$ cat src/rtl/bus_xfer_engine_pkg.sv
// Shared definitions for the bus transfer engine: control/status pin
// positions (RAM/VGA compatible) and the sequencer state encoding.
package bus_xfer_engine_pkg;

  // Bit positions inside each 32-bit per-device control word
  localparam int WRITE_PIN = 0;
  localparam int READ_PIN  = 1;
  // Bit position inside each 32-bit per-device status word
  localparam int ACK       = 0;

  // state   | meaning
  // IDLE    | waiting for start, start checks done here
  // RD_REQ  | wait for source ACK low, then raise READ
  // RD_WAIT | READ high, wait for source ACK, capture data_in
  // WR_REQ  | wait for destination ACK low, then raise WRITE
  // WR_WAIT | WRITE high, wait for destination ACK
  // NEXT    | bump word count, decide next word or finish
  // DONE    | completion pulse
  // ERR     | timeout/abort pulse, pins already dropped
  typedef enum logic [2:0] {
    IDLE, RD_REQ, RD_WAIT, WR_REQ, WR_WAIT, NEXT, DONE, ERR
  } xfer_state_t;

  // Control word with a single pin set
  function automatic logic [31:0] pin_mask(input int pin);
    pin_mask = 32'd1 << pin;
  endfunction

endpackage

$ cat src/rtl/bus_xfer_engine_timer.sv
// Loadable down-counter used as the per-state handshake timeout.
// o_expire is high once the counter has run down to zero.
module xfer_handshake_timer #(
  parameter int W = 10
) (
  input  logic         clk,
  input  logic         rst,
  input  logic         i_load,
  input  logic [W-1:0] i_load_val,
  output logic         o_expire
);

  logic [W-1:0] r_cnt;

  // Reload on state entry, otherwise count down and hold at zero
  always_ff @(posedge clk or posedge rst) begin
    if (rst)
      r_cnt <= '0;
    else if (i_load)
      r_cnt <= i_load_val;
    else if (r_cnt != '0)
      r_cnt <= r_cnt - 1'b1;
  end

  assign o_expire = (r_cnt == '0);

endmodule

$ cat src/rtl/bus_xfer_engine.sv
// Word copy/fill master on the shared addr/data bus. Each word uses the
// four-phase READ/WRITE/ACK handshake of the selected device; a stalled
// handshake times out, and abort cancels the block. All outputs registered.
module bus_xfer_engine
  import bus_xfer_engine_pkg::*;
#(
  parameter int NDEV    = 2,
  parameter int SEL_W   = 1,
  parameter int LEN_W   = 16,
  parameter int TIMEOUT = 1023
) (
  input  logic                 clk,
  input  logic                 rst,
  input  logic                 start,
  input  logic                 abort,
  input  logic                 mode,
  input  logic [SEL_W-1:0]     src_dev,
  input  logic [SEL_W-1:0]     dst_dev,
  input  logic [31:0]          src_base,
  input  logic [31:0]          dst_base,
  input  logic [LEN_W-1:0]     len,
  input  logic [31:0]          fill_val,
  output logic                 busy,
  output logic                 done,
  output logic                 err,
  output logic [LEN_W-1:0]     count,
  output logic [NDEV*32-1:0]   dev_ctrl,
  input  logic [NDEV*32-1:0]   dev_stat,
  output logic [31:0]          addr,
  input  logic [31:0]          data_in,
  output logic [31:0]          data_out
);

  // The timer is loaded with TIMEOUT-1 so that the state is left after
  // exactly TIMEOUT cycles without progress.
  localparam int TW = (TIMEOUT > 1) ? $clog2(TIMEOUT) : 1;
  localparam logic [TW-1:0] TLOAD = TW'((TIMEOUT > 0) ? TIMEOUT - 1 : 0);

  xfer_state_t        r_state, w_state_nxt;
  logic               r_busy, r_done, r_err;
  logic               w_busy_nxt, w_done_nxt, w_err_nxt;
  logic [LEN_W-1:0]   r_count, w_count_nxt, w_count_inc;
  logic [NDEV*32-1:0] r_ctrl, w_ctrl_nxt;
  logic [31:0]        r_addr, w_addr_nxt, r_dout, w_dout_nxt, r_buf, w_buf_nxt;
  logic               w_accept, w_tmr_load, w_expire, w_tmo;
  logic               r_mode;
  logic [SEL_W-1:0]   r_src, r_dst;
  logic [31:0]        r_src_base, r_dst_base, r_fill;
  logic [LEN_W-1:0]   r_len;
  logic [2**SEL_W-1:0] w_ack;
  logic               w_src_ack, w_dst_ack, w_unused_stat;

  // ACK per select code; codes beyond NDEV read as idle
  for (genvar k = 0; k < 2**SEL_W; k++) begin : g_ack
    if (k < NDEV) begin : g_dev
      assign w_ack[k] = dev_stat[32*k+ACK];
    end else begin : g_pad
      assign w_ack[k] = 1'b0;
    end
  end

  assign w_src_ack     = w_ack[r_src];
  assign w_dst_ack     = w_ack[r_dst];
  assign w_unused_stat = ^dev_stat;
  assign w_count_inc   = r_count + LEN_W'(1);
  assign w_tmr_load    = (w_state_nxt != r_state);
  assign w_tmo         = (TIMEOUT != 0) && w_expire;

  xfer_handshake_timer #(.W(TW)) u_timer (
    .clk        (clk),
    .rst        (rst),
    .i_load     (w_tmr_load),
    .i_load_val (TLOAD),
    .o_expire   (w_expire)
  );

  function automatic logic [NDEV*32-1:0] dev_pin(input logic [SEL_W-1:0] dev, input int pin);
    dev_pin = '0;
    for (int k = 0; k < NDEV; k++)
      if (int'(dev) == k) dev_pin[32*k +: 32] = pin_mask(pin);
  endfunction

  // Next-state and next-output decode
  always_comb begin
    w_state_nxt = r_state;
    w_busy_nxt  = r_busy;
    w_done_nxt  = 1'b0;
    w_err_nxt   = r_err;
    w_count_nxt = r_count;
    w_ctrl_nxt  = r_ctrl;
    w_addr_nxt  = r_addr;
    w_dout_nxt  = r_dout;
    w_buf_nxt   = r_buf;
    w_accept    = 1'b0;
    case (r_state)
      IDLE: if (start) begin
        if (int'(src_dev) >= NDEV || int'(dst_dev) >= NDEV) begin
          w_done_nxt = 1'b1;
          w_err_nxt  = 1'b1;
        end else if (len == '0) begin
          w_done_nxt = 1'b1;
          w_err_nxt  = 1'b0;
        end else begin
          w_accept    = 1'b1;
          w_busy_nxt  = 1'b1;
          w_err_nxt   = 1'b0;
          w_count_nxt = '0;
          w_state_nxt = mode ? WR_REQ : RD_REQ;
        end
      end
      RD_REQ: if (!w_src_ack) begin
        w_ctrl_nxt  = dev_pin(r_src, READ_PIN);
        w_addr_nxt  = r_src_base + 32'(r_count);
        w_state_nxt = RD_WAIT;
      end else if (w_tmo) w_state_nxt = ERR;
      RD_WAIT: if (w_src_ack) begin
        w_buf_nxt   = data_in;
        w_ctrl_nxt  = '0;
        w_state_nxt = WR_REQ;
      end else if (w_tmo) w_state_nxt = ERR;
      WR_REQ: if (!w_dst_ack) begin
        w_ctrl_nxt  = dev_pin(r_dst, WRITE_PIN);
        w_addr_nxt  = r_dst_base + 32'(r_count);
        w_dout_nxt  = r_mode ? r_fill : r_buf;
        w_state_nxt = WR_WAIT;
      end else if (w_tmo) w_state_nxt = ERR;
      WR_WAIT: if (w_dst_ack) begin
        w_ctrl_nxt  = '0;
        w_state_nxt = NEXT;
      end else if (w_tmo) w_state_nxt = ERR;
      NEXT: begin
        w_count_nxt = w_count_inc;
        if (w_count_inc == r_len) w_state_nxt = DONE;
        else                      w_state_nxt = r_mode ? WR_REQ : RD_REQ;
      end
      DONE: begin
        w_done_nxt  = 1'b1;
        w_busy_nxt  = 1'b0;
        w_state_nxt = IDLE;
      end
      ERR: begin
        w_ctrl_nxt  = '0;
        w_err_nxt   = 1'b1;
        w_done_nxt  = 1'b1;
        w_busy_nxt  = 1'b0;
        w_state_nxt = IDLE;
      end
      default: w_state_nxt = IDLE;
    endcase
    // Abort beats any ACK seen this cycle; the word in flight is not counted
    if (abort && r_state != IDLE && r_state != ERR) begin
      w_state_nxt = ERR;
      w_count_nxt = r_count;
    end
    // Pins drop on the same edge that enters ERR
    if (w_state_nxt == ERR && r_state != ERR)
      w_ctrl_nxt = '0;
  end

  // State and registered outputs
  always_ff @(posedge clk or posedge rst) begin
    if (rst) begin
      r_state <= IDLE;
      r_busy  <= 1'b0;
      r_done  <= 1'b0;
      r_err   <= 1'b0;
      r_count <= '0;
      r_ctrl  <= '0;
      r_addr  <= '0;
      r_dout  <= '0;
      r_buf   <= '0;
    end else begin
      r_state <= w_state_nxt;
      r_busy  <= w_busy_nxt;
      r_done  <= w_done_nxt;
      r_err   <= w_err_nxt;
      r_count <= w_count_nxt;
      r_ctrl  <= w_ctrl_nxt;
      r_addr  <= w_addr_nxt;
      r_dout  <= w_dout_nxt;
      r_buf   <= w_buf_nxt;
    end
  end

  // Transfer parameters captured on an accepted start
  always_ff @(posedge clk or posedge rst) begin
    if (rst) begin
      r_mode     <= 1'b0;
      r_src      <= '0;
      r_dst      <= '0;
      r_src_base <= '0;
      r_dst_base <= '0;
      r_len      <= '0;
      r_fill     <= '0;
    end else if (w_accept) begin
      r_mode     <= mode;
      r_src      <= src_dev;
      r_dst      <= dst_dev;
      r_src_base <= src_base;
      r_dst_base <= dst_base;
      r_len      <= len;
      r_fill     <= fill_val;
    end
  end

  assign busy     = r_busy;
  assign done     = r_done;
  assign err      = r_err;
  assign count    = r_count;
  assign dev_ctrl = r_ctrl;
  assign addr     = r_addr;
  assign data_out = r_dout;

endmodule

$ cat config.mk
export PLATFORM = sky130hd
export DESIGN_NAME = bus_xfer_engine
export DESIGN_NICKNAME = d
export VERILOG_FILES = /design/src/rtl/bus_xfer_engine_pkg.sv /design/src/rtl/bus_xfer_engine_timer.sv /design/src/rtl/bus_xfer_engine.sv
export SDC_FILE = /design/constraint.sdc
export NUM_CORES = 1
export LEC_CHECK = 0
export BUFFER_PORTS_ARGS = -buffer_cell sky130_fd_sc_hd__buf_2
export CORE_MARGIN = 1.5
export CORE_UTILIZATION = 57
export DETAILED_ROUTE_END_ITERATION = 6
export PLACE_DENSITY = 0.86
export SLEW_MARGIN = 20
export SYNTH_ARGS = -nofsm -noshare
export SYNTH_HDL_FRONTEND = slang
export SYNTH_SLANG_ARGS = --single-unit
export TNS_END_PERCENT = 50
$ cat constraint.sdc
create_clock -name clk -period 24.2 [get_ports clk]
set_input_delay 4.84 -clock clk [delete_from_list [all_inputs] [get_ports clk]]
set_output_delay 4.84 -clock clk [all_outputs]
set_load 0.005 [all_outputs]
### After elaboration in Yosys (flattened, before gate mapping)

Cells that the tools add are included.

| storage, ports and cells | value |
|---|---|
| register bits after elaboration | 307 |
| input bits | 215 |

| operators by class | value |
|---|---|
| add/sub/neg operators | 4 |
| $lt $le $gt $ge | 2 |
| equal/unequal tests | 19 |
| multiplexer cells | 46 |
| bitwise gates (word level) | 2 |
| reductions and logical operators | 22 |

Operators by type and width:

| cell | number |
|---|---|
| 64-bit two-way mux | 5 |
| 64-bit case mux with 5 select lines | 1 |
| 32-bit two-way mux | 3 |
| 32-bit by 16-bit adder with 32-bit output | 2 |
| 32-bit case mux with 2 select lines | 1 |
| 16-bit two-way mux | 2 |
| 16-bit case mux with 2 select lines | 1 |
| 3-bit two-way mux | 9 |
| 3-bit case mux with 7 select lines | 1 |
| 10-bit two-way mux | 2 |
| 16-bit by 1-bit adder with 16-bit output (second input constant) | 1 |
| 16-bit == test | 1 |
| 16-bit logical NOT | 1 |
| 3-bit == test (second input constant) | 5 |
| 3-bit != test (second input constant) | 5 |
| 1-bit two-way mux | 14 |
| 10-bit logical NOT | 1 |
| 10-bit nonzero test | 1 |
| 2-bit nonzero test | 5 |
| 10-bit by 1-bit subtractor with 10-bit output (second input constant) | 1 |
| 2-bit two-way mux | 4 |
| 2-bit != test (second input constant) | 4 |
| 3-bit by 2-bit == test with 1-bit output (second input constant) | 2 |
| 1-bit case mux with 2 select lines | 3 |
| other kinds (13) | 20 |

### Depth between registers and ports, before layout

Gate-level depths: netlist of run 1.

| depth | value |
|---|---|
| depth after elaboration | 9 |
| depth in mapped cells | 17 |
| mapped depth without buffers | 13 |

### Modules after synthesis

Synthesis of run 1 repeated with hierarchy kept, for this count alone.

| unflattened totals | value |
|---|---|
| cells, all modules | 1201 |
| area, all modules | 12879.9 µm² |

By module, submodules not included:

| module | times used | cells an instance | area each (µm²) | seq. area each (µm²) |
|---|---|---|---|---|
| bus_xfer_engine | 1 | 1125 | 12186.7 | 5930.7 |
| xfer_handshake_timer | 1 | 76 | 693.2 | 250.2 |

### Worst setup path after synthesis of run 1

Ideal clock, no wire load.

| timing path | value |
|---|---|
| path kind | input-to-reg |
| start point | input port len[11] |
| end point | register u_timer.r_cnt[0] |
| library setup time | 0.119 ns |
| arrival time | 6.306 ns |
| setup slack | 17.775 ns |
| stages on the path | 8 |
| buffers on the path | 0 |
| cell sequence | nor4_1 > nand4_1 > nor2b_1 > nand2_1 > or3b_2 > nand3b_1 > a22oi_2 > and2_1 |

| between the ends | value |
|---|---|
| longest elaborated chain between the ends | 7 |

Ends and longest elaborated chain:

| item | RTL line | text |
|---|---|---|
| from (decl) | bus_xfer_engine.sv:21 | `input logic [LEN_W-1:0] len,` |
| 16-bit logical NOT * | bus_xfer_engine.sv:100 | `end else if (len == '0) begin` |
| 3-bit two-way mux * | bus_xfer_engine.sv:100 |  |
| 3-bit two-way mux * | bus_xfer_engine.sv:96 | `IDLE: if (start) begin` |
| 3-bit case mux with 7 select lines * | bus_xfer_engine.sv:95 | `case (r_state)` |
| 3-bit two-way mux * | bus_xfer_engine.sv:151 | `if (abort && r_state != IDLE && r_state != ERR) begin` |
| 3-bit != test * | bus_xfer_engine.sv:66 | `assign w_tmr_load = (w_state_nxt != r_state);` |
| 10-bit two-way mux / 2-bit nonzero test (equally long branches) | -- |  |
| to (signal assigned) | bus_xfer_engine_timer.sv:20 | `r_cnt <= i_load_val;` |
| to (signal assigned) | bus_xfer_engine_timer.sv:22 | `r_cnt <= r_cnt - 1'b1;` |
| to (decl) | bus_xfer_engine_timer.sv:13 | `logic [W-1:0] r_cnt;` |

Every way passes the cells marked *; elsewhere a longest branch is shown, timed or not.
A chain may end at the register's enable or synchronous reset.

### Final worst setup path of run 1

| timing path | value |
|---|---|
| start point | input port len[13] |
| end point | register u_timer.r_cnt[9] |

Same word-level chain as after synthesis.

==> metrics.cfg, run 1 <==
[global_routing]
antenna_found_initial = 8
grt_max_degree = 102
grt.met3_usage = 0.0748
grt_use_met2 = 0.447
grt_overflow = 0
track_usage = 0.268
use_met1 = 0.346
grt_pass1_vias = 10600
busiest_layer = met2
grt_first_pass_wirelength_mm = 51.6

[cts]
post_cts_buffers = 0
cts_buffer_depth = 3
numCtsBuffers = 27
cts_sinks = 247
path_clk_slew_ps = 60
ctsRootBufferMaster = clkbuf_16
cts_hold_repair.buffers = 0
htreeDepth = 1
clk_latency_ps = 520
cts_resized = 0
cts_tree = built

[setup_path]
critical_path.startpoint = len[13]
rr_endpoint = addr[18]$_DFFE_PP0P_
cp-endpoint = u_timer.r_cnt[9]$_DFFE_PP0P_
ff2ff_path_depth = 14
worstPathRequired_ps = 24570
r2r_start = r_state[1]$_DFF_PP0_
startpoint_type = input pin
ff2ff_setup_slack_ps = 20000
cp_max_fo = 88
critPathKind = in -> reg
cp-end-kind = flip-flop
crit_arrival_ps = 7850

[route]
postRouteAntennaNets = 0
wl_per_cell_um = 16.1
drtIter0Drc = 595
wirelength_mm = 31.2
drt_pass1_iterations = 7
drc = 0
vias = 10700
avgViaCountPerCell = 5.54

[floorplanning]
rows = 54
die_w_um = 153
pin_count = 362
dieArea_um2 = 23300
die_height_um = 153
core_um2 = 21900
initial_core_util = 0.582

[worst_hold_path]
hp-start = r_fill[29]$_DFFE_PP0P_
worst_hold_path_type = reg -> reg

[synth]
synthAdderAreaFrac = 0.0202
netlist.area_leader.share = 0.485
synth_ff_type = dfrtp_1
synth_mux_area_frac = 0.0721
synth-seq-cells = 247
ys_seq_area_frac = 0.485
avgSynthCellArea_um2 = 8.83
synth_cell_types = 69
async_reset_ff_frac = 1.00
synth_cells = 1443
synth_top_family_by_area = simple AND/OR/NAND/NOR gates
ys_warn_count = 0
synth_compound_area_frac = 0.101
synth.cell_area_um2 = 12700
synth_largest_area_cell = dfrtp_1
yosys-top-cells-area = dfrtp_1 48%, nand2_1 15%, mux2i_1 4.0%
synth_edf_count = 0
synth_xor_area_frac = 0.0378
synthSimpleGateAreaFrac = 0.219

[power_and_ir_drop]
p_comb_frac = 0.361
powerDensity_nw_per_um2 = 117
ir_worst_vdd_uv = 87.2
power_switching_share = 0.374
intPower_mw = 1.07
clkPwrFrac = 0.215
p_switching_mw = 0.640
seqPwrFrac = 0.423
leakage_nw = 7.60

[final_layout]
final_cell_mix = 512 x nand2_1, 246 x dfrtp_1, 239 x buf_2
multi_input_area_um2 = 6000
final_util = 0.670
nets = 1878
layout_commonest_cell = nand2_1
area_growth_pct = 15.0
fill_cells = 1748
register_area_um2 = 6180
drive_gt1_frac = 0.202

[sta]
max_slew_margin = 0.292
fin_skew_ps = 8.86
post-route-min-period_ps = 7480
worst_pin_slew_ps = 1060
fmax_mhz = 134
hold_viol_final = 0
period_share = 0.309
finalMaxSlewViolations = 0
rsz0062_at_grt = false
hold_ws_ps = 473
setup_viol = 0
tns_ps = 0

[status]
status = finished clean

[placement]
place.gp.congestion = 0.909
io_buffer_count = 239
dp_hpwl_mm = 21.8

[job]
maxCapViolations = 0

## through the flow
step | instance area, um2 | power, mW | worst slack [ps] | cells
after detailed placement | 13900 | 1.34 | 16060 | 1894
final | 14700 | 1.71 | 16720 | 1938
after global routing | 14700 | 1.84 | 16420 | 1937
after CTS | 14600 | 1.72 | 16630 | 1937
after floorplan | 13000 | 1.15 | 12570 | 1502
after global placement | 13900 | 1.31 | 16090 | 1894
## per-layer routing
layer  routed length [um]  up-vias
met4                  807       10
met5                   62        -
met3                 2910       74
met2                14700      442
met1                12700     5100
li1                     -     5106
## cells by family (layout without fill, tap and decap cells)
group | after synthesis | in the layout
DFF | 247 | 247
AOI/OAI and AO/OA | 211 | 211
adders and majority gates | 20 | 20
xor gates and xnor gates | 55 | 55
buffers and inverters | 155 | 310
muxes | 87 | 87
and+or+nand+nor | 667 | 667
other | 1 | 61
## power groups by stage
stage / clock (mW) / combinational [mW] / sequential (mW)
floorplan: 0 / 0.469 / 0.677
global placement: 0 / 0.590 / 0.716
detailed placement: 0 / 0.617 / 0.726
CTS: 0.376 / 0.622 / 0.722
global route: 0.393 / 0.703 / 0.746
finish: 0.368 / 0.618 / 0.724
## Yosys cell counts, types with 6 or more instances
master / instances
a211oi_1: 6
a21o_1: 8
a21oi_1: 31
a31oi_1: 11
and3_1: 8
buf_1: 9
buf_4: 60
clkbuf_1: 64
dfrtp_1: 247
ha_1: 19
inv_1: 20
mux2_2: 35
mux2i_1: 51
nand2_1: 513
nand2b_1: 6
nand3_1: 16
nand4_1: 10
nor2_1: 43
nor2b_1: 8
nor3_1: 15
nor4_1: 10
o211ai_1: 6
o21a_1: 7
o21ai_0: 97
o31ai_1: 11
or3_1: 11
xnor2_1: 34
xor2_1: 21
## critical path, cell delays in order
cell and delay [ps]:
buf_2 100, nor4_1 60, nand4_1 230, nor2b_4 750, buf_4 790, nand2_1 170
or3b_2 270, nand3b_1 90, a22oi_2 390, o21ai_0 160
## registers in the layout, summed over array words and instances (netlist names), 3 cells and up
signal         count
r_state            3
r_buf             32
data_out          32
count             16
u_timer.r_cnt     10
dev_ctrl           4
r_dst_base        32
r_len             16
r_fill            32
r_src_base        32
addr              32
## worst min-delay path by stage
stage / cells past startpoint / end / slack [ps]
final: 2 / r_fill[29]$_DFFE_PP0P_ / 470
after global routing: 2 / r_src_base[3]$_DFFE_PP0P_ / 490
after CTS: 2 / r_src_base[10]$_DFFE_PP0P_ / 480
after detailed placement: 2 / r_src_base[10]$_DFFE_PP0P_ / 460
after global placement: 2 / data_out[10]$_DFFE_PP0P_ / 460
after floorplan: 2 / r_dst_base[19]$_DFFE_PP0P_ / 440
## cell type report
cell class | count | area share
antenna | 1 | 0.000171
clock buffer | 40 | 0.0515
clock inverter | 3 | 0.00137
inverter | 20 | 0.00563
multi-input combinational | 1100 | 0.410
sequential | 247 | 0.422
tap | 280 | 0.0239
timing repair buffer | 247 | 0.0860
No activity file was read; power rests on OpenSTA's default activity.
==> inputs of run 2 (changes only) <==
--- a/config.mk
+++ b/config.mk
@@ -7,9 +7,9 @@
 export LEC_CHECK = 0
 export BUFFER_PORTS_ARGS = -buffer_cell sky130_fd_sc_hd__buf_2
 export CORE_MARGIN = 1.5
-export CORE_UTILIZATION = 57
+export CORE_UTILIZATION = 53
 export DETAILED_ROUTE_END_ITERATION = 6
-export PLACE_DENSITY = 0.86
+export PLACE_DENSITY = 0.81
 export SLEW_MARGIN = 20
 export SYNTH_ARGS = -nofsm -noshare
 export SYNTH_HDL_FRONTEND = slang
==> constraint.sdc (replaced) <==
create_clock -name clk -period 7.6 [get_ports clk]
set_input_delay 1.52 -clock clk [delete_from_list [all_inputs] [get_ports clk]]
set_output_delay 1.52 -clock clk [all_outputs]
set_load 0.005 [all_outputs]
==> run 2 against run 1 <==
Effect of this change:
- core utilization fell by 4.0 points
- clock power rose to 3.5 times the previous value
- sequential cell count unchanged
- final cell count grew 2.3%
- register-to-register slack got worse by 17000 ps
- global-route usage down 2.1 points
- sequential share of layout area fell by 0.49 points
- via count is 1.9% lower
- non-clock buffer count unchanged
- critical endpoint is now addr[18]$_DFFE_PP0P_
- largest cell class unchanged
==> metrics.cfg, run 2 (synthesis gave the netlist of run 1 again) <==
[placement]
dp_hpwl_mm = 21.7  ; -0.50%
place.gp.congestion = 0.903  ; -0.63%
io_buffer_count = 239  ; unchanged
placed_area_um2 = 13900  ; +0.43%
place_inst = 1933  ; +2.1%

[final_layout]
instances_no_fill = 1982  ; +2.3%
fill_cells = 2030  ; +16%
drive_gt1_frac = 0.209  ; +0.00722
final_cell_mix = 511 x nand2_1, 246 x dfrtp_1, 239 x buf_2
nets = 1878  ; unchanged
register_area_um2 = 6180  ; unchanged
multi_input_area_um2 = 6000  ; about the same
final_util = 0.630  ; -0.0396
layout_commonest_cell = nand2_1
area_growth_pct = 16.3
postLayoutCellArea_um2 = 14800  ; +1.2%

[floorplanning]
die_w_um = 158  ; +3.6%
pin_count = 362  ; unchanged
core_um2 = 23500  ; +7.5%
initial_core_util = 0.541  ; -0.0409
die_height_um = 158  ; +3.6%
rows = 56  ; +3.7%
dieArea_um2 = 25000  ; +7.4%

[power_and_ir_drop]
leakage_nw = 7.68  ; +1.0%
power_mw = 5.55  ; +220%
ir_worst_vdd_uv = 239  ; +170%
powerDensity_nw_per_um2 = 374  ; +220%

[route]
wirelength_mm = 30.9  ; -0.91%
wl_per_cell_um = 15.6  ; -3.1%
drtIter0Drc = 730  ; +23%
postRouteAntennaNets = 0  ; unchanged
drt_pass1_iterations = 5  ; -2
drc = 0  ; unchanged
vias = 10500  ; -1.9%
avgViaCountPerCell = 5.31  ; -4.1%

[setup_path]
cp-endpoint = addr[18]$_DFFE_PP0P_
worstPathRequired_ps = 8020  ; -16550 ps
crit_arrival_ps = 4800  ; -3050 ps
critical_path.startpoint = r_state[1]$_DFF_PP0_
rr_endpoint = addr[18]$_DFFE_PP0P_
path_buf_inv = 1  ; -1
ff2ff_path_depth = 13  ; -1
critPathMaxStageDelay_ps = 730  ; -60 ps
critPathKind = reg -> reg
r2r_start = r_state[1]$_DFF_PP0_
cp_max_fo = 28  ; -68%
ff2ff_setup_slack_ps = 3220  ; -16780 ps
cp-end-kind = flip-flop
crit_family = simple AND/OR/NAND/NOR gates
startpoint_type = flip-flop
cp.depth = 13  ; +3
slowest_stage = dfrtp_1
crit_chain = nand3b_1 -> buf_4 -> nand2_1 -> nand2_1 -> ha_1 -> a21oi_1 -> o22ai_1 -> nor4_1 -> nor3_1 -> or2_2 -> a31oi_1 -> o22ai_1 -> mux2_2

[cts]
numCtsBuffers = 27  ; unchanged
cts_tree = built
cts_buffer_depth = 3  ; unchanged
clk_latency_ps = 530  ; about the same
cts_sinks = 247  ; unchanged
cts_hold_repair.buffers = 0  ; unchanged
post_cts_buffers = 0  ; unchanged
htreeDepth = 1  ; unchanged
cts_resized = 0  ; unchanged
ctsRootBufferMaster = clkbuf_16
path_clk_slew_ps = 60  ; about the same

[global_routing]
track_usage = 0.247  ; -0.0206
antenna_found_initial = 7  ; -1
grt_first_pass_wirelength_mm = 49.7  ; -3.7%
grt.met3_usage = 0.0679  ; -0.00691
use_met1 = 0.325  ; -0.0205
grt_use_met2 = 0.407  ; -0.0399
busiest_layer = met2
grt_max_degree = 153  ; +50%
grt_overflow = 0  ; unchanged
grt_pass1_vias = 9981  ; -5.4%

[sta]
rsz0062_at_grt = false
setup_viol = 0  ; unchanged
hold_viol_final = 0  ; unchanged
worst_pin_slew_ps = 1080  ; +16.8 ps
period_share = 0.576
post-route-min-period_ps = 4380
max_slew_margin = 0.280  ; -0.0112
fmax_mhz = 228
tns_ps = 0  ; unchanged
finalMaxSlewViolations = 0  ; unchanged
fin_skew_ps = 14.5  ; +5.59 ps

[job]
maxCapViolations = 0  ; unchanged

[status]
status = finished clean

[worst_hold_path]
worst_hold_path_type = reg -> reg

[run 2: changes by cell type in the layout (fill, tap and decap cells not counted), sizes merged]
| cell | before | now |
|---|---|---|
| clkbuf | 40 | 34 |
| bufinv | 0 | 2 |
| clkinv | 1 | 10 |
[run 2: cell type report]
cell class,instances,area share
Sequential cell,247,0.417
Multi-Input combinational cell,1100,0.405
Timing Repair Buffer,247,0.0858
Clock buffer,34,0.0507
Tap cell,319,0.0269
Clock inverter,14,0.00953
Inverter,20,0.00532
Antenna cell,1,0.000169
[run 2: tightest hold or removal path, delay by kind of cell (launching register included)]
| kind | cells | cell delay [ps] |
|---|---|---|
| DFF | 1 | 340 |
| and+or+nand+nor | 2 | 100 |
[run 2: how the worst min path moves through the flow]
| stage | start | to | slack, ps | cells past startpoint |
|---|---|---|---|---|
| after detailed placement | r_dst_base[28]$_DFFE_PP0P_ | r_dst_base[28]$_DFFE_PP0P_ | 460 | 2 |
| after floorplan | r_dst_base[19]$_DFFE_PP0P_ | r_dst_base[19]$_DFFE_PP0P_ | 440 | 2 |
| final | r_dst_base[29]$_DFFE_PP0P_ | r_dst_base[29]$_DFFE_PP0P_ | 470 | 2 |
| after global routing | r_fill[13]$_DFFE_PP0P_ | r_fill[13]$_DFFE_PP0P_ | 490 | 2 |
| after global placement | data_out[9]$_DFFE_PP0P_ | data_out[9]$_DFFE_PP0P_ | 460 | 2 |
| after CTS | r_dst_base[28]$_DFFE_PP0P_ | r_dst_base[28]$_DFFE_PP0P_ | 480 | 2 |
[run 2: metrics by stage]
stage / hold slack [ps] / setup slack, ps
2_1_floorplan: 445 / 2830
3_3_place_gp: 456 / 3210
3_5_place_dp: 462 / 3170
4_1_cts: 476 / 3340
5_1_grt: 495 / 3000
6_report: 473 / 3220
[run 2: metal layers]
layer	vias up	share of wire
li1	5117	-
met1	4945	0.43
met2	403	0.46
met3	54	0.094
met4	10	0.020
met5	-	0.0018
[run 2: power breakdown]
| group | leakage [nW] | switching, mW | total, mW | internal, mW |
|---|---|---|---|---|
| clock network | 0.444 | 0.534 | 1.30 | 0.769 |
| registers | 3.10 | 0.434 | 2.30 | 1.86 |
| logic | 4.14 | 1.09 | 1.95 | 0.865 |
==> inputs of run 3 (changes only) <==
==> constraint.sdc (replaced) <==
create_clock -name clk -period 4.6 [get_ports clk]
set_input_delay 0.92 -clock clk [delete_from_list [all_inputs] [get_ports clk]]
set_output_delay 0.92 -clock clk [all_outputs]
set_load 0.005 [all_outputs]
==> run 3 against run 2 <==
Effect of this change:
- sequential share of layout area down 0.28 points
- routed wire length up 1.2%
- worst setup slack worse by 2400 ps
- critical path depth unchanged
- largest power group unchanged
- highest routed layer unchanged
==> metrics.cfg, run 3 (synthesis gave the netlist of run 1 again) <==
[setup_path]
startpoint_type = flip-flop
cp-end-kind = flip-flop
critical_path.startpoint = r_state[0]$_DFF_PP0_
cp_max_fo = 19  ; -32%
crit_arrival_ps = 4150  ; -650 ps
critPathKind = reg -> reg
ff2ff_path_depth = 13  ; unchanged
ff2ff_setup_slack_ps = 860  ; -2360 ps
crit_chain = and3b_1 -> buf_4 -> nand2_1 -> nand2_1 -> ha_1 -> o21a_1 -> o21a_1 -> o32ai_1 -> nor3_1 -> or2_2 -> a31oi_1 -> o22ai_1 -> mux2_2
worstPathRequired_ps = 5010  ; -3010 ps
r2r_start = r_state[0]$_DFF_PP0_
rr_endpoint = addr[18]$_DFFE_PP0P_
critPathMaxStageDelay_ps = 610  ; -120 ps
cp-endpoint = addr[18]$_DFFE_PP0P_
slowest_stage = dfrtp_1

[status]
status = finished clean

[route]
drc = 0  ; unchanged
drt_pass1_iterations = 5  ; unchanged
wirelength_mm = 31.3  ; +1.2%
drtIter0Drc = 719  ; -1.5%
postRouteAntennaNets = 0  ; unchanged
vias = 10500  ; -0.076%
avgViaCountPerCell = 5.27  ; -0.73%
wl_per_cell_um = 15.7  ; +0.53%

[placement]
placed_area_um2 = 14000  ; +0.61%
dp_hpwl_mm = 21.7  ; +0.15%
place.gp.congestion = 0.918  ; +1.6%
place_inst = 1941  ; +0.41%
io_buffer_count = 239  ; unchanged

[sta]
hold_ws_ps = 472  ; -0.829 ps
post-route-min-period_ps = 3740  ; -636 ps
tns_ps = 0  ; unchanged
finalMaxSlewViolations = 0  ; unchanged
hold_viol_final = 0  ; unchanged
worst_pin_slew_ps = 1010  ; -67.0 ps
max_slew_margin = 0.325  ; +0.0447
fmax_mhz = 267  ; +17%
period_share = 0.814  ; +0.237
setup_viol = 0  ; unchanged
rsz0062_at_grt = false
fin_skew_ps = 4.49  ; -9.97 ps

[cts]
cts_hold_repair.buffers = 0  ; unchanged
cts_tree = built
post_cts_buffers = 0  ; unchanged
path_clk_slew_ps = 60  ; about the same
htreeDepth = 1  ; unchanged
cts_resized = 0  ; unchanged
cts_buffer_depth = 3  ; unchanged
numCtsBuffers = 27  ; unchanged
ctsRootBufferMaster = clkbuf_16
cts_sinks = 247  ; unchanged
clk_latency_ps = 520  ; about the same

[power_and_ir_drop]
ir_worst_vdd_uv = 388  ; +63%
intPower_mw = 5.88  ; +68%
p_comb_frac = 0.366  ; +0.014
p_switching_mw = 3.37  ; +64%
power_switching_share = 0.364  ; -0.00589
leakage_nw = 7.73  ; +0.60%
seqPwrFrac = 0.397  ; -0.017
powerDensity_nw_per_um2 = 619  ; +65%
clkPwrFrac = 0.237  ; +0.002

[global_routing]
grt_overflow = 0  ; unchanged
antenna_found_initial = 11  ; +4
grt_max_degree = 127  ; -17%
grt_first_pass_wirelength_mm = 50.0  ; +0.53%
grt_pass1_vias = 10200  ; +2.6%
track_usage = 0.250  ; +0.00289

[final_layout]
layout_commonest_cell = nand2_1
postLayoutCellArea_um2 = 14900  ; +0.67%
fill_cells = 1985  ; -2.2%
area_growth_pct = 17.1
final_cell_mix = 511 x nand2_1, 246 x dfrtp_1, 239 x buf_2
instances_no_fill = 1995  ; +0.66%
drive_gt1_frac = 0.211  ; +0.00247
nets = 1886  ; +0.43%

[worst_hold_path]
worst_hold_path_type = reg -> reg

[job]
maxCapViolations = 0  ; unchanged

[floorplanning]
die_w_um = 158  ; unchanged
rows = 56  ; unchanged
die_height_um = 158  ; unchanged
initial_core_util = 0.541  ; unchanged
dieArea_um2 = 25000  ; unchanged
core_um2 = 23500  ; unchanged
pin_count = 362  ; unchanged

==> run 3: metrics by stage <==
step / total power, mW / util / worst slack [ps]
global placement: 6.91 / 0.595 / 992
global route: 9.94 / 0.634 / 680
CTS: 9.31 / 0.634 / 934
floorplan: 6.03 / - / 434
finish: 9.25 / 0.634 / 857
detailed placement: 7.08 / 0.595 / 946
==> run 3: critical path: cells and delay by family, from the launching register on <==
| kind | cells | cell delay [ps] |
|---|---|---|
| simple gates | 5 | 1210 |
| fa+ha+maj | 1 | 270 |
| buf+inv | 1 | 350 |
| compound gates | 5 | 900 |
| mux | 1 | 270 |
| flops | 1 | 610 |
==> run 3: cell type report <==
class,count,area (um2),area share
diodes,5,12.5,0.000838
clock buffers,38,777,0.0520
clock inverters,11,130,0.00872
inverters,20,78.8,0.00528
multi-input cells,1100,6000,0.402
flip-flops and latches,247,6180,0.414
well taps,319,399,0.0267
repair buffers,255,1350,0.0907
==> run 3: worst min-delay path by stage <==
stage	startpoint	depth (start not counted)	to	slack, ps
global route	r_dst_base[6]$_DFFE_PP0P_	2	r_dst_base[6]$_DFFE_PP0P_	490
finish	addr[10]$_DFFE_PP0P_	2	addr[10]$_DFFE_PP0P_	470
CTS	r_src_base[29]$_DFFE_PP0P_	2	r_src_base[29]$_DFFE_PP0P_	480
global placement	data_out[12]$_DFFE_PP0P_	2	data_out[12]$_DFFE_PP0P_	460
detailed placement	r_src_base[3]$_DFFE_PP0P_	2	r_src_base[3]$_DFFE_PP0P_	460
floorplan	r_dst_base[19]$_DFFE_PP0P_	2	r_dst_base[19]$_DFFE_PP0P_	440
==> run 3: power groups by stage <==
stage / Combinational (mW) / Clock (mW) / Sequential [mW]
4_1_cts: 3.41 / 2.24 / 3.67
5_1_grt: 3.83 / 2.32 / 3.78
3_3_place_gp: 3.26 / 0 / 3.65
2_1_floorplan: 2.47 / 0 / 3.56
3_5_place_dp: 3.39 / 0 / 3.69
6_report: 3.38 / 2.19 / 3.67
==> run 3: per-layer routing <==
metal  GRT usage  wire length [um]
met5           0                49
met4      0.0681               687
met3      0.0745              2860
met2       0.413             14200
met1       0.319             13400
